`config.mk`:
```
export PLATFORM = sky130hd
export DESIGN_NAME = spi_slave_top
export DESIGN_NICKNAME = d
export VERILOG_FILES = /design/src/rtl/spi_pkg.sv /design/src/rtl/spi_input_sync.sv /design/src/rtl/spi_slave_top.sv
export SDC_FILE = /design/constraint.sdc
export NUM_CORES = 1
export LEC_CHECK = 0
export ABC_AREA = 0
export ABC_CLOCK_PERIOD_IN_PS = 3100
export CAP_MARGIN = 25
export CORE_UTILIZATION = 30
export DETAILED_ROUTE_END_ITERATION = 16
export HOLD_SLACK_MARGIN = 0.03
export RECOVER_POWER = 100
export SETUP_SLACK_MARGIN = 0.3
export SLEW_MARGIN = 40
export SYNTH_ARGS = -nofsm -noshare
export SYNTH_HDL_FRONTEND = slang
export SYNTH_SLANG_ARGS = --single-unit
export TNS_END_PERCENT = 1
```
`constraint.sdc`:
```
create_clock -name i_clock -period 3.1 [get_ports i_clock]
set_clock_uncertainty 0.1 [all_clocks]
set_input_delay 0.62 -clock i_clock [delete_from_list [all_inputs] [get_ports i_clock]]
set_output_delay 0.62 -clock i_clock [all_outputs]
set_load 0.1 [all_outputs]
```
`src/rtl/spi_pkg.sv`:
```
// Shared SPI definitions used by the SPI target and the SPI master.
package spi_pkg;

    // Frame-level state of an SPI endpoint
    typedef enum logic {
        IDLE   = 1'b0,
        ACTIVE = 1'b1
    } spi_state_e;

    // Clock mode latched at the start of each frame
    typedef struct packed {
        logic polarity;
        logic phase;
    } spi_mode_t;

    localparam int unsigned DEFAULT_SPI_DATA_WIDTH = 8;

endpackage

```
`src/rtl/spi_input_sync.sv`:
```
// N-stage synchronizer for an asynchronous pin, followed by a rise/fall edge detector.
module spi_input_sync #(
    parameter int unsigned STAGES      = 2,
    parameter logic        RESET_VALUE = 1'b0
) (
    input  logic clk_i,
    input  logic rst_i,
    input  logic pin_i,
    output logic level_o,
    output logic rise_o,
    output logic fall_o
);

    logic [STAGES-1:0] sync_q;
    logic              prev_q;

    // Shift the pin through the synchronizer chain and keep the previous level for edge detection
    always_ff @(posedge clk_i) begin
        if (rst_i) begin
            sync_q <= {STAGES{RESET_VALUE}};
            prev_q <= RESET_VALUE;
        end else begin
            sync_q <= {sync_q[STAGES-2:0], pin_i};
            prev_q <= sync_q[STAGES-1];
        end
    end

    assign level_o = sync_q[STAGES-1];
    assign rise_o  = sync_q[STAGES-1] & ~prev_q;
    assign fall_o  = ~sync_q[STAGES-1] & prev_q;

endmodule

```
`src/rtl/spi_slave_top.sv`:
```
// SPI target: oversampled SPI pins, all four CPOL/CPHA modes, MSB first,
// back-to-back words per frame, one-word TX holding register.
module spi_slave_top
    import spi_pkg::*;
#(
    parameter int unsigned SPI_DATA_WIDTH = DEFAULT_SPI_DATA_WIDTH,
    parameter int unsigned SYNC_STAGES    = 2
) (
    input  logic                      i_clock,
    input  logic                      i_reset,
    input  logic                      i_clock_polarity,
    input  logic                      i_clock_phase,
    input  logic [SPI_DATA_WIDTH-1:0] i_tx_data,
    input  logic                      i_tx_valid,
    output logic                      o_tx_ready,
    output logic [SPI_DATA_WIDTH-1:0] o_rx_data,
    output logic                      o_rx_valid,
    output logic                      o_underrun,
    output logic                      o_frame_error,
    output logic                      o_busy,
    input  logic                      i_spi_cs_n,
    input  logic                      i_spi_clock,
    input  logic                      i_spi_mosi,
    output logic                      o_spi_miso,
    output logic                      o_spi_miso_oe
);

    localparam int unsigned         CNT_W    = $clog2(SPI_DATA_WIDTH);
    localparam logic [CNT_W-1:0]    LAST_BIT = CNT_W'(SPI_DATA_WIDTH - 1);

    logic cs_level, cs_rise, cs_fall;
    logic sclk_level, sclk_rise, sclk_fall;
    logic mosi_level, mosi_rise, mosi_fall;
    logic unused_sync;

    spi_state_e state_q, state_d;
    spi_mode_t  mode_q;

    logic [CNT_W-1:0]          bit_cnt_q;
    logic [SPI_DATA_WIDTH-1:0] rx_shift_q, rx_data_q, tx_shift_q, hold_q;
    logic                      word_done_q, rx_valid_q, hold_full_q;
    logic                      underrun_q, frame_err_q;

    logic enter, leave, sample_edge, shift_edge, fetch, tx_write;

    // cs_n resets low so a chip select still asserted across reset produces no
    // falling edge; the frame is only picked up after cs_n has been seen high.
    spi_input_sync #(.STAGES(SYNC_STAGES), .RESET_VALUE(1'b0)) u_sync_cs (
        .clk_i(i_clock), .rst_i(i_reset), .pin_i(i_spi_cs_n),
        .level_o(cs_level), .rise_o(cs_rise), .fall_o(cs_fall)
    );

    spi_input_sync #(.STAGES(SYNC_STAGES), .RESET_VALUE(1'b0)) u_sync_sclk (
        .clk_i(i_clock), .rst_i(i_reset), .pin_i(i_spi_clock),
        .level_o(sclk_level), .rise_o(sclk_rise), .fall_o(sclk_fall)
    );

    spi_input_sync #(.STAGES(SYNC_STAGES), .RESET_VALUE(1'b0)) u_sync_mosi (
        .clk_i(i_clock), .rst_i(i_reset), .pin_i(i_spi_mosi),
        .level_o(mosi_level), .rise_o(mosi_rise), .fall_o(mosi_fall)
    );

    assign unused_sync = ^{cs_level, sclk_level, mosi_rise, mosi_fall};

    // Frame state register
    always_ff @(posedge i_clock) begin
        if (i_reset) state_q <= IDLE;
        else         state_q <= state_d;
    end

    // Frame boundaries follow the synchronized chip select edges
    always_comb begin
        state_d = state_q;
        unique case (state_q)
            IDLE:   if (cs_fall) state_d = ACTIVE;
            ACTIVE: if (cs_rise) state_d = IDLE;
            default: state_d = IDLE;
        endcase
    end

    // Decode frame strobes, sample/shift edges and word fetch points
    always_comb begin
        enter       = 1'b0;
        leave       = 1'b0;
        sample_edge = 1'b0;
        shift_edge  = 1'b0;
        if (state_q == IDLE) begin
            enter = cs_fall;
        end else begin
            leave = cs_rise;
            // leading edge leaves the idle level, trailing edge returns to it
            if (mode_q.phase) begin
                sample_edge = mode_q.polarity ? sclk_rise : sclk_fall;
                shift_edge  = mode_q.polarity ? sclk_fall : sclk_rise;
            end else begin
                sample_edge = mode_q.polarity ? sclk_fall : sclk_rise;
                shift_edge  = mode_q.polarity ? sclk_rise : sclk_fall;
            end
        end
        // A shift edge with a cleared counter is the word boundary for both
        // phases: for CPHA=0 it follows a completed word, for CPHA=1 it starts one.
        fetch = (enter && !i_clock_phase) || (shift_edge && (bit_cnt_q == '0));
    end

    assign o_tx_ready = !hold_full_q || fetch;
    assign tx_write   = i_tx_valid && o_tx_ready;

    // Datapath: mode latch, RX shifter and counter, TX shifter, holding register, status pulses
    always_ff @(posedge i_clock) begin
        if (i_reset) begin
            mode_q      <= '0;
            bit_cnt_q   <= '0;
            rx_shift_q  <= '0;
            word_done_q <= 1'b0;
            rx_data_q   <= '0;
            rx_valid_q  <= 1'b0;
            tx_shift_q  <= '0;
            hold_q      <= '0;
            hold_full_q <= 1'b0;
            underrun_q  <= 1'b0;
            frame_err_q <= 1'b0;
        end else begin
            word_done_q <= 1'b0;
            rx_valid_q  <= word_done_q;
            underrun_q  <= 1'b0;
            frame_err_q <= 1'b0;

            if (word_done_q) rx_data_q <= rx_shift_q;

            if (enter) begin
                mode_q.polarity <= i_clock_polarity;
                mode_q.phase    <= i_clock_phase;
                bit_cnt_q       <= '0;
            end else if (leave) begin
                frame_err_q <= (bit_cnt_q != '0);
                bit_cnt_q   <= '0;
            end else if (sample_edge) begin
                rx_shift_q <= {rx_shift_q[SPI_DATA_WIDTH-2:0], mosi_level};
                if (bit_cnt_q == LAST_BIT) begin
                    bit_cnt_q   <= '0;
                    word_done_q <= 1'b1;
                end else begin
                    bit_cnt_q <= bit_cnt_q + CNT_W'(1);
                end
            end

            if (fetch) begin
                tx_shift_q <= hold_full_q ? hold_q : '0;
                underrun_q <= !hold_full_q;
            end else if (shift_edge) begin
                tx_shift_q <= tx_shift_q << 1;
            end

            if (tx_write) begin
                hold_q      <= i_tx_data;
                hold_full_q <= 1'b1;
            end else if (fetch) begin
                hold_full_q <= 1'b0;
            end
        end
    end

    assign o_rx_data     = rx_data_q;
    assign o_rx_valid    = rx_valid_q;
    assign o_underrun    = underrun_q;
    assign o_frame_error = frame_err_q;
    assign o_busy        = (state_q == ACTIVE);
    assign o_spi_miso    = tx_shift_q[SPI_DATA_WIDTH-1];
    assign o_spi_miso_oe = (state_q == ACTIVE);

endmodule
```
Yosys cells after proc, flatten, opt, wreduce, memory -nomap -nowiden
Index checks and enable logic that the tools add are counted.
{ "op_classes": {"n_mux": 18, "n_addsub": 1, "eq_ne": 1, "n_reduce_logical": 16, "n_bitwise": 13} }
{ "ops": {"columns": ["op", "n"], "rows": [
  ["8-bit two-way mux", 3],
  ["1-bit two-way mux", 13],
  ["1-bit inverter", 9],
  ["3-bit OR reduction", 2],
  ["1-bit bitwise AND", 4],
  ["2-bit nonzero test", 2],
  ["4-bit OR reduction", 1],
  ["3-bit by 1-bit adder with 3-bit output (second input constant)", 1],
  ["3-bit equality test (second input constant)", 1],
  ["1-bit logical AND", 3],
  ["3-bit logical NOT", 1],
  ["3-bit two-way mux", 1],
  ["3-bit AND reduction", 1],
  ["3-bit nonzero test", 1],
  ["1-bit logical NOT", 2],
  ["1-bit logical OR", 2],
  ["1-bit one-hot mux with 2 select lines", 1],
  ["2-bit OR reduction", 1]
]} }
{ "totals": {"out_inout_bits": 15, "ff_bits": 51, "inputBits": 16} }

Logic depth before layout (Yosys ltp)
Gate-level depths: netlist (run 1).
{ "depth": {"ltp_word": 10, "depth_mapped": 7, "mapped_depth_nobuf": 6} }

Cells and area by module
A second synthesis (run 1) with hierarchy kept.
{ "hier_totals": {"cells_unflattened": 256, "hier_area_um2": 2293.4} }
{ "modules_own_cells": {"columns": ["module", "cells_per_inst", "area_per_inst_um2", "instances"], "rows": [
  ["spi_slave_top", 232, 2019.4, 1],
  ["spi_input_sync", 8, 91.3, 3]
]} }

Worst setup path after synthesis (run 1)
Ideal clock, no wire load.
{ "synth_path": {"path_type": "reg2out", "startpoint": "register state_q (netlist: o_busy)", "endpoint": "output port o_tx_ready", "slack_ps": -807, "n_path_buf": 1, "arrival_time_ps": 3187, "path_stages_with_launch": 5, "path_cell_list": "dfxtp_1 > buf_2 > nand3b_1 > mux2_2 > o211ai_1"} }
{ "synth_between": {"elab_chain_len": 4, "elab_cells_between_ends": 6, "classes_between": "mux: 2; reduce/logical: 4"} }
{ "synth_lines": {"columns": ["item", "line", "text"], "rows": [
  ["from (decl)", "spi_slave_top.sv:36", "spi_state_e state_q, state_d;"],
  ["from (signal assigned)", "spi_slave_top.sv:68", "else state_q <= state_d;"],
  ["1-bit two-way mux", "spi_slave_top.sv:87", "if (state_q == IDLE) begin"],
  ["1-bit logical AND", "spi_slave_top.sv:102", "fetch = (enter && !i_clock_phase) || (shift_edge && (bit_cnt_q == '0));"],
  ["1-bit logical OR *", "spi_slave_top.sv:102", null],
  ["1-bit logical OR *", "spi_slave_top.sv:105", "assign o_tx_ready = !hold_full_q || fetch;"],
  ["to (decl)", "spi_slave_top.sv:15", "output logic o_tx_ready,"]
]} }
Every way passes the cells marked *; elsewhere a longest branch is shown, timed or not.

Worst setup path in the final report (run 1)
{ "layout_path": {"startpoint": "register mode_q[0] (netlist bit)", "endpoint": "output port o_tx_ready"} }
{ "layout_between": {"elab_chain_len": 5} }
{ "layout_lines": {"columns": ["item", "line", "text"], "rows": [
  ["from (decl)", "spi_slave_top.sv:37", "spi_mode_t mode_q;"],
  ["1-bit two-way mux", "spi_slave_top.sv:92", "if (mode_q.phase) begin"],
  ["1-bit two-way mux", "spi_slave_top.sv:87", null],
  ["1-bit logical AND", "spi_slave_top.sv:102", null],
  ["1-bit logical OR", "spi_slave_top.sv:102", null],
  ["1-bit logical OR", "spi_slave_top.sv:105", null]
]} }
Every way passes these cells.

==> flow_metrics.py, run 1 <==
metrics = {
    "detailed_routing": {
        "wl_per_cell_um": 11.3,
        "drc_errors": 0,
        "wl_um": 3840,
        "num_vias": 1537,
        "viasPerCell": 4.53,
        "dr.pass1.iters": 4,
        "antenna_left": 0,
        "drtIter0Drc": 122,
    },
    "finish": {
        "stdcell_count": 339,
        "final_util_pct": 37.1,
        "seqCellArea_mm2": 0.00102,
        "multi_input_area_mm2": 0.00102,
        "syn2layout_area_growth_pct": 19.4,
        "design_area_mm2": 0.00253,
        "antenna_cells": 0,
        "n_fill_cell": 753,
        "final_nets": 261,
        "drive_gt1_share_pct": 7.82,
    },
    "clock_network": {
        "post-cts-setup-buffers": 0,
        "cts_tree": "built",
        "cts_made_buffers": 5,
        "cts_sinks": 51,
        "cts-root-buf": "clkbuf_8",
        "htreeDepth": 2,
        "clock_latency_ps": 310,
        "path_clk_slew_ps": 100,
        "clk_path_buf_depth": 2,
    },
    "yosys": {
        "seq_area_frac_synth_pct": 48.1,
        "synth.most_common_cell": "dfxtp_1",
        "async_flop_share_pct": 0,
        "synth_common_cells": "dfxtp_1 (51), nand2b_1 (29), mux2i_1 (27), nor2_1 (15), nor3_1 (9)",
        "netlist_area_mm2": 0.00212,
        "postSynthCellCount": 214,
        "yosysWarnings": 0,
        "synth_nets": 233,
        "synth_top_area_share_pct": 48.1,
        "synth_top_cell_by_area": "dfxtp_1",
        "ys_types": 33,
        "ys_ff_latch": 51,
        "yosys-top-cells-area": "dfxtp_1 (48%), mux2i_1 (13%), nand2b_1 (8.5%)",
        "synthFlopType": "dfxtp_1",
        "synth_edf_count": 0,
        "syn_avg_cell_area_um2": 9.92,
    },
    "critical_path": {
        "required_ps": 2380,
        "startpoint": "mode_q[0]$_SDFFE_PP0N_",
        "worst_path_largest_cell_delay_ps": 410,
        "critPathTopFamily": "multiplexers",
        "worstReg2RegStart": "mode_q[0]$_SDFFE_PP0N_",
        "arrival_ps": 1950,
        "start_kind": "flip-flop",
        "crit_type": "flip-flop to primary output",
        "crit_fanout": 4,
        "critPathSlowestCell": "mux2_2",
        "end_kind": "primary output",
        "cp_cell_sequence": "xnor2_2, mux2_2, o211ai_1, clkbuf_16",
        "cp_num_buf_inv": 1,
    },
    "worst_hold_path": {
        "hp-start": "u_sync_mosi.sync_q[0]$_SDFF_PP0_",
        "hp-class": "flip-flop to flip-flop",
    },
    "timing": {
        "slew_headroom_pct": 15.3,
        "fin_crit_ps": 2670,
        "max_freq_mhz": 374,
        "finalHoldViolCount": 0,
        "setup_ws_ps": 425,
        "slew_violations": 0,
        "finalCritPeriodShare_pct": 86.3,
        "tightest_slew_ps": 1270,
        "setup_viol": 0,
        "rsz0062_at_grt": "no",
    },
    "power": {
        "power.share.sequential_pct": 58.0,
        "finalPower_mw": 1.17,
        "p_leak_nw": 0.913,
        "p_int_mw": 0.880,
        "p_per_area_mw_per_mm2": 463,
        "p_comb_share_pct": 8.4,
        "clkPwrFrac_pct": 33.5,
        "power_switching_mw": 0.294,
        "ir_worst_vdd_v": 0.000229,
        "p_sw_share_pct": 25.0,
    },
    "placed_design": {
        "gp_congestion": 0.693,
        "dpl.cell_count": 331,
        "hpwl_um": 2660,
        "io_buffer_count": 30,
        "dpl_cell_area_mm2": 0.00249,
        "pre_cts_slack_ps": 295,
    },
    "grt": {
        "first_global_vias": 1456,
        "grt_max_degree": 37,
        "grt.overflow.total": 0,
        "antenna_found_initial": 0,
        "grt_use_total_pct": 11.3,
        "grt_pass1_wl_um": 6560,
    },
    "die": {
        "core_area_mm2": 0.00683,
        "die_y_um": 86.1,
        "die_w_um": 86.1,
        "die_area_mm2": 0.00741,
        "initial_core_util_pct": 31.1,
        "fp-row-count": 30,
        "io_pins": 31,
    },
    "run_status": {
        "status": "finished, final reports clean",
    },
    "flow_run": {
        "cap_violations": 0,
    },
}
==> worst paths after layout <==
| path | endpoint | slack (ps) | cells past startpoint |
|---|---|---|---|
| max | o_tx_ready | 430 | 4 |
| min reg2reg | u_sync_mosi.sync_q[1]$_SDFF_PP0_ | 340 | 1 |
| min | u_sync_mosi.sync_q[1]$_SDFF_PP0_ | 340 | 1 |
| max reg2reg | hold_q[3]$_SDFFE_PP0P_ | 1070 | 4 |
==> power by group through the flow <==
stage / clock [mW] / combinational [mW] / sequential (mW)
after floorplan: 0 / 0.0650 / 0.697
after detailed placement: 0 / 0.102 / 0.697
after CTS: 0.408 / 0.102 / 0.682
after global routing: 0.431 / 0.108 / 0.684
after global placement: 0 / 0.101 / 0.697
final: 0.394 / 0.0989 / 0.681
==> placed cells by master (no fill, tap or decap), drive strengths merged, types with 2 or more instances in the layout <==
cell / instances
dfxtp: 51
nand2b: 29
mux2i: 28
clkbuf: 22
nor2: 15
clkdlybuf4s50: 13
nor3: 10
nor2b: 8
and3: 8
inv: 8
a21oi: 7
a31oi: 7
a211oi: 7
o21ai: 4
nand3: 3
ha: 3
nand2: 3
nand3b: 2
buf: 2
mux2: 2
==> sequential cells by signal, summed over array words and instances (netlist names), 2 cells and up <==
| name | cells |
|---|---|
| bit_cnt_q | 3 |
| hold_q | 8 |
| mode_q | 2 |
| o_rx_data | 8 |
| rx_shift_q | 8 |
| tx_shift_q | 8 |
| u_sync_cs.sync_q | 2 |
| u_sync_mosi.sync_q | 2 |
| u_sync_sclk.sync_q | 2 |
==> through the flow <==
step	hold WS [ps]	TNS, ps
finish	344	0
global route	361	0
CTS	348	0
detailed placement	323	0
global placement	319	0
floorplan	314	-233
==> kinds of logic (layout without fill, tap and decap cells) <==
group           after synthesis  in the layout  synth area share (%)
compound gates               29             29                  8.67
mux                          30             30                  14.6
xor+xnor                      1              1                 0.767
simple gates                 81             81                  22.2
fa+ha+maj                     3              3                  1.77
flops                        51             51                  48.1
buf+inv                      19             48                  3.89
==> area by class of cell <==
type	count	area share [%]
Clock buffer	5	2.72
Clock inverter	3	0.889
Inverter	6	0.889
Multi-Input combinational cell	144	40.3
Sequential cell	51	40.4
Tap cell	96	4.74
Timing Repair Buffer	34	9.98
==> per-layer routing <==
layer  vias to the layer above  track usage [%]  share of wire, %
met3                         6             2.79               3.9
met2                        32             17.7                45
met5                         -                0                 0
met1                       698             14.5                49
met4                         0             5.45               2.0
li1                        801                -                 -
==> repair_timing <==
action / 4_1_cts / 5_1_grt
gates resized for setup: 1 / 2
endpoints found under the setup margin: 1 / 1
hold endpoints to repair: 0 / 0
pin swaps: 0 / 0
hold buffers: 0 / 0
Power figures use the tool's default switching activity.
==> inputs of run 2 (changes only) <==
--- a/config.mk
+++ b/config.mk
@@ -8,6 +8,7 @@
 export ABC_AREA = 0
 export ABC_CLOCK_PERIOD_IN_PS = 3100
 export CAP_MARGIN = 25
+export CORE_ASPECT_RATIO = 1.1
 export CORE_UTILIZATION = 30
 export DETAILED_ROUTE_END_ITERATION = 16
 export HOLD_SLACK_MARGIN = 0.03
==> run 2 against run 1 <==
Wire length up 4.0%; sequential share of layout area increased by 0.53 points; worst hold slack barely moved; combinational power shrank 5.8%.
==> flow_metrics.py, run 2 (same netlist as run 1, synthesis figures left out) <==
metrics = {
    "power": {
        "power_switching_mw": 0.282,
        "p_sw_share_pct": 23.5,
        "p_comb_share_pct": 7.7,
        "clkPwrFrac_pct": 35.6,
        "p_per_area_mw_per_mm2": 481,
        "p_leak_nw": 0.904,
        "ir_worst_vdd_v": 0.000289,
        "power.share.sequential_pct": 56.7,
        "p_int_mw": 0.921,
    },
    "critical_path": {
        "end_kind": "primary output",
        "required_ps": 2380,
        "reg2reg_slack_ps": 440,
        "startpoint": "mode_q[0]$_SDFFE_PP0N_",
        "crit_fanout": 4,
        "start_kind": "flip-flop",
        "worst_path_largest_cell_delay_ps": 500,
        "reg2reg_to": "rx_shift_q[6]$_SDFFE_PP0P_",
        "critPathSlowestCell": "clkbuf_2",
        "cp_cell_sequence": "xnor2_2, mux2_2, o211ai_1, clkbuf_2",
        "worstReg2RegStart": "mode_q[0]$_SDFFE_PP0N_",
        "arrival_ps": 2090,
        "crit_type": "flip-flop to primary output",
        "worstRegToRegCells": 4,
    },
    "grt": {
        "grt_max_degree": 32,
        "grt_use_total_pct": 12.0,
        "antenna_found_initial": 0,
        "first_global_vias": 1579,
        "grt.overflow.total": 0,
        "grt_pass1_wl_um": 6970,
    },
    "timing": {
        "setup_viol": 0,
        "hold-worst-slack_ps": 345,
        "finalCritPeriodShare_pct": 90.8,
        "fin_crit_ps": 2810,
        "rsz0062_at_grt": "no",
        "finalHoldViolCount": 0,
        "setup_ws_ps": 286,
        "max_freq_mhz": 355,
        "slew_headroom_pct": 4.70,
        "tightest_slew_ps": 1420,
        "setup_tns_ps": 0,
        "slew_violations": 0,
    },
    "placed_design": {
        "hpwl_um": 2880,
        "dpl_cell_area_mm2": 0.00248,
        "pre_cts_slack_ps": 333,
        "gp_congestion": 0.726,
        "io_buffer_count": 30,
    },
    "detailed_routing": {
        "wl_um": 3990,
        "drtIter0Drc": 42,
        "antenna_left": 0,
        "wl_per_cell_um": 12.2,
        "dr.pass1.iters": 4,
        "drc_errors": 0,
        "viasPerCell": 4.74,
        "num_vias": 1545,
    },
    "die": {
        "die_area_mm2": 0.00741,
        "core_area_mm2": 0.00671,
        "fp-row-count": 31,
        "die_w_um": 82.2,
        "die_y_um": 90.2,
        "io_pins": 31,
        "initial_core_util_pct": 31.6,
    },
    "clock_network": {
        "clk_path_buf_depth": 2,
        "cts-root-buf": "clkbuf_8",
        "cts_hold_buffers": 0,
        "cts_tree": "built",
        "post-cts-setup-buffers": 0,
        "htreeDepth": 2,
        "cts_made_buffers": 5,
        "clock_latency_ps": 300,
        "path_clk_slew_ps": 100,
        "cts_sinks": 51,
    },
    "finish": {
        "final_nets": 262,
        "syn2layout_area_growth_pct": 17.9,
        "drive_gt1_share_pct": 6.97,
        "layout_commonest_cell": "dfxtp_1",
        "design_area_mm2": 0.00250,
        "antenna_cells": 0,
        "mostFrequentLayoutCells": "dfxtp_1 (50), nand2b_1 (29), mux2i_1 (27)",
    },
    "worst_hold_path": {
        "hold_end": "u_sync_mosi.sync_q[1]$_SDFF_PP0_",
        "holdPathStages": 1,
        "hp-start": "u_sync_mosi.sync_q[0]$_SDFF_PP0_",
        "hp-class": "flip-flop to flip-flop",
    },
    "run_status": {
        "status": "finished, final reports clean",
    },
    "flow_run": {
        "cap_violations": 0,
    },
}
-- run 2: cell types whose count changed in the layout (fill, tap and decap cells not counted), sizes merged --
cell / previous run / this run
clkbuf: 22 / 24
inv: 8 / 6
clkinv: 1 / 2
-- run 2: area by class of cell --
class	instances	area (um^2)
clock buffers	6	93.8
fillers	707	4210
repair buffers	35	236
inverters	6	22.5
multi-input cells	144	1010
well taps	82	103
flip-flops and latches	51	1020
clock inverters	2	13.8
-- run 2: how the worst max path moves through the flow --
stage                                   to  slack [ps]  depth (start not counted)
floorplan                       o_tx_ready        -230                          4
detailed placement  hold_q[0]$_SDFFE_PP0P_         330                          6
global placement                o_tx_ready         340                          4
finish                          o_tx_ready         290                          4
CTS                             o_tx_ready         330                          4
global route                    o_tx_ready         170                          4
-- run 2: what timing repair did --
item | 4_1_cts | 5_1_grt
endpoints found under the setup margin | 0 | 1
resized for setup | 0 | 3
endpoints found under the hold margin | 0 | 0
-- run 2: worst max-delay path, delay by kind of cell (launching register included) --
family / cells / cell delay [ps]
multiplexers: 1 / 400
XOR/XNOR: 1 / 320
flip-flops: 1 / 350
AO/OA/AOI/OAI: 1 / 230
buffers and inverters: 1 / 500
-- run 2: power groups by stage --
stage	combinational, mW	clock [mW]	sequential, mW
2_1_floorplan	0.0650	0	0.697
3_3_place_gp	0.102	0	0.697
3_5_place_dp	0.102	0	0.697
4_1_cts	0.102	0.445	0.682
5_1_grt	0.102	0.472	0.684
6_report	0.0932	0.428	0.682
-- run 2: through the flow --
step | utilization (%) | total power [mW] | instances
after detailed placement | 37.0 | 0.799 | 318
after CTS | 38.6 | 1.23 | 326
after floorplan | - | 0.762 | 214
after global placement | 37.0 | 0.799 | 318
final | 37.3 | 1.20 | 326
after global routing | 37.3 | 1.26 | 326
-- run 2: routing by layer --
| metal | part of all wire, % | global-route usage [%] | up-vias |
|---|---|---|---|
| li1 | - | - | 794 |
| met1 | 49 | 15.5 | 719 |
| met2 | 45 | 19.1 | 26 |
| met3 | 4.9 | 3.76 | 6 |
| met4 | 1.2 | 3.07 | 0 |
| met5 | 0 | 0 | - |
==> patch (settings of run 1) <==
`RESET_VALUE` is set to 1'b0 in 4 places; all go to 1'b1.
--- a/src/rtl/spi_input_sync.sv
+++ b/src/rtl/spi_input_sync.sv
@@ -1,7 +1,7 @@
 // N-stage synchronizer for an asynchronous pin, followed by a rise/fall edge detector.
 module spi_input_sync #(
     parameter int unsigned STAGES      = 2,
-    parameter logic        RESET_VALUE = 1'b0
+    parameter logic        RESET_VALUE = 1'b1
 ) (
     input  logic clk_i,
     input  logic rst_i,
--- a/src/rtl/spi_slave_top.sv
+++ b/src/rtl/spi_slave_top.sv
@@ -45,17 +45,17 @@
 
     // cs_n resets low so a chip select still asserted across reset produces no
     // falling edge; the frame is only picked up after cs_n has been seen high.
-    spi_input_sync #(.STAGES(SYNC_STAGES), .RESET_VALUE(1'b0)) u_sync_cs (
+    spi_input_sync #(.STAGES(SYNC_STAGES), .RESET_VALUE(1'b1)) u_sync_cs (
         .clk_i(i_clock), .rst_i(i_reset), .pin_i(i_spi_cs_n),
         .level_o(cs_level), .rise_o(cs_rise), .fall_o(cs_fall)
     );
 
-    spi_input_sync #(.STAGES(SYNC_STAGES), .RESET_VALUE(1'b0)) u_sync_sclk (
+    spi_input_sync #(.STAGES(SYNC_STAGES), .RESET_VALUE(1'b1)) u_sync_sclk (
         .clk_i(i_clock), .rst_i(i_reset), .pin_i(i_spi_clock),
         .level_o(sclk_level), .rise_o(sclk_rise), .fall_o(sclk_fall)
     );
 
-    spi_input_sync #(.STAGES(SYNC_STAGES), .RESET_VALUE(1'b0)) u_sync_mosi (
+    spi_input_sync #(.STAGES(SYNC_STAGES), .RESET_VALUE(1'b1)) u_sync_mosi (
         .clk_i(i_clock), .rst_i(i_reset), .pin_i(i_spi_mosi),
         .level_o(mosi_level), .rise_o(mosi_rise), .fall_o(mosi_fall)
     );
Formal check against the unedited RTL: not equivalent (Yosys sat finds a counterexample within 4 cycles, from zero or initial values and one cycle with i_reset high).
==> patch against run 1 <==
  * Area after synthesis is 2.2% higher
  * Critical path type unchanged
  * Largest power group unchanged
  * Sequential cell count stayed put
  * Register-to-register slack worse by 0.27 ns
  * Total power is 1.4% higher
  * Worst setup slack worse by 0.0056 ns
  * Final area is 0.30% higher
  * Via count hardly changed
  * Combinational power is 17% higher
  * Highest routed layer unchanged
  * Wire length is 4.3% higher
  * Die area is 2.2% higher
==> patch: results (changes against run 1) <==
[outcome]
status = finished, final reports clean

[global_route]
grt_use_total = 0.1154  ; +0.002419
grt_max_degree = 27  ; -27%
grt_util_met1 = 0.1560  ; +0.01065
first_global_vias = 1413  ; -3.0%
grt_pass1_wl_um = 6713  ; +2.4%
met2_usage = 0.1754  ; -0.001392

[worst_hold_path]
hp-start = u_sync_cs.sync_q[0]$_SDFF_PP1_
min_to = u_sync_cs.sync_q[1]$_SDFF_PP1_

[placed_design]
hpwl_um = 2762  ; +3.8%

[synth]
ys_warn_count = 0  ; unchanged
yosysSeqAreaShare = 0.4706  ; -0.01054
synth.area.top_cells = dfxtp_1 47%, mux2i_1 12%, nand2b_1 8.4%
yosysUniqueCellTypes = 35  ; +6.1%
syn_nets = 232  ; -0.43%
yosys-top-cells-count = 51 x dfxtp_1, 29 x nand2b_1, 27 x mux2i_1, 12 x nor2_1

[power]
p_leak_uw = 0.0008993  ; -1.5%
max-vdd-ir-drop_mv = 0.2668  ; +17%

[critical_path]
rrSetupSlack_ns = 0.80  ; -0.27 ns
regToRegEndpoint = hold_q[2]$_SDFFE_PP0P_
r2r_cells = 5  ; +1
rr_startpoint = o_busy$_SDFF_PP0_

[drt]
num_vias = 1538  ; +0.065%
wl_met2_um = 1813  ; +5.7%
wl_met3_um = 150  ; +0.67%
drtIter0Drc = 51  ; -58%
drt_wl_total_um = 4000  ; +4.3%
wl_met1_um = 1978  ; +4.5%

[timing]
slew_headroom = 0.2241  ; +0.07155
timing.hold.ws_ns = 0.3179  ; -0.02646 ns

[clock_tree]
path_clk_slew_ns = 0.10  ; about the same

[finish]
layout-drive-gt1-share = 0.1033  ; +0.02512
n_fill_cell = 736  ; -2.3%
layout.nets = 260  ; -0.38%

[patch: cell types whose count changed in the layout (fill, tap and decap cells not counted), sizes merged, moves of 2 or more]
cell   delta
nor2      -3
nor2b     -4
or2       +8
nor3      -2
inv       -3
[patch: worst max-delay path by stage]
| stage | start | end | slack, ns |
|---|---|---|---|
| floorplan | o_busy$_SDFF_PP0_ | o_tx_ready | -0.23 |
| global placement | i_clock_phase | o_tx_ready | 0.30 |
| detailed placement | i_clock_phase | hold_q[5]$_SDFFE_PP0P_ | 0.25 |
| CTS | mode_q[0]$_SDFFE_PP0N_ | o_tx_ready | 0.37 |
| global route | mode_q[0]$_SDFFE_PP0N_ | o_tx_ready | 0.30 |
| finish | mode_q[0]$_SDFFE_PP0N_ | o_tx_ready | 0.42 |
[patch: stage by stage]
step / instances / worst slack (ns)
6_report: 338 / 0.4197
5_1_grt: 338 / 0.3029
4_1_cts: 338 / 0.3720
3_5_place_dp: 330 / 0.2510
3_3_place_gp: 330 / 0.2975
2_1_floorplan: 213 / -0.2301
[patch: cell type report]
cell class	instances	area [um2]	share of cell area
Multi-Input combinational cell	144	1044	0.4106
Sequential cell	51	1025	0.4032
Timing Repair Buffer	34	244.0	0.09601
Tap cell	96	120.1	0.04727
Clock buffer	6	72.57	0.02856
Inverter	5	18.77	0.007386
Clock inverter	2	17.52	0.006893
[patch: cells by family after synthesis]
group,synth area share
AO/OA/AOI/OAI,0.08304
adder cells (fa/ha/maj),0.01730
XOR/XNOR,0.007499
AND/OR/NAND/NOR,0.2318
flip-flops,0.4706
buffers and inverters,0.04671
multiplexers,0.1430
[patch: power by group through the flow]
stage	sequential [uW]	clock (uW)	combinational (uW)
finish	687	387	116
global route	690	426	127
CTS	688	404	121
detailed placement	703	0	121
global placement	703	0	120
floorplan	706	0	80.1
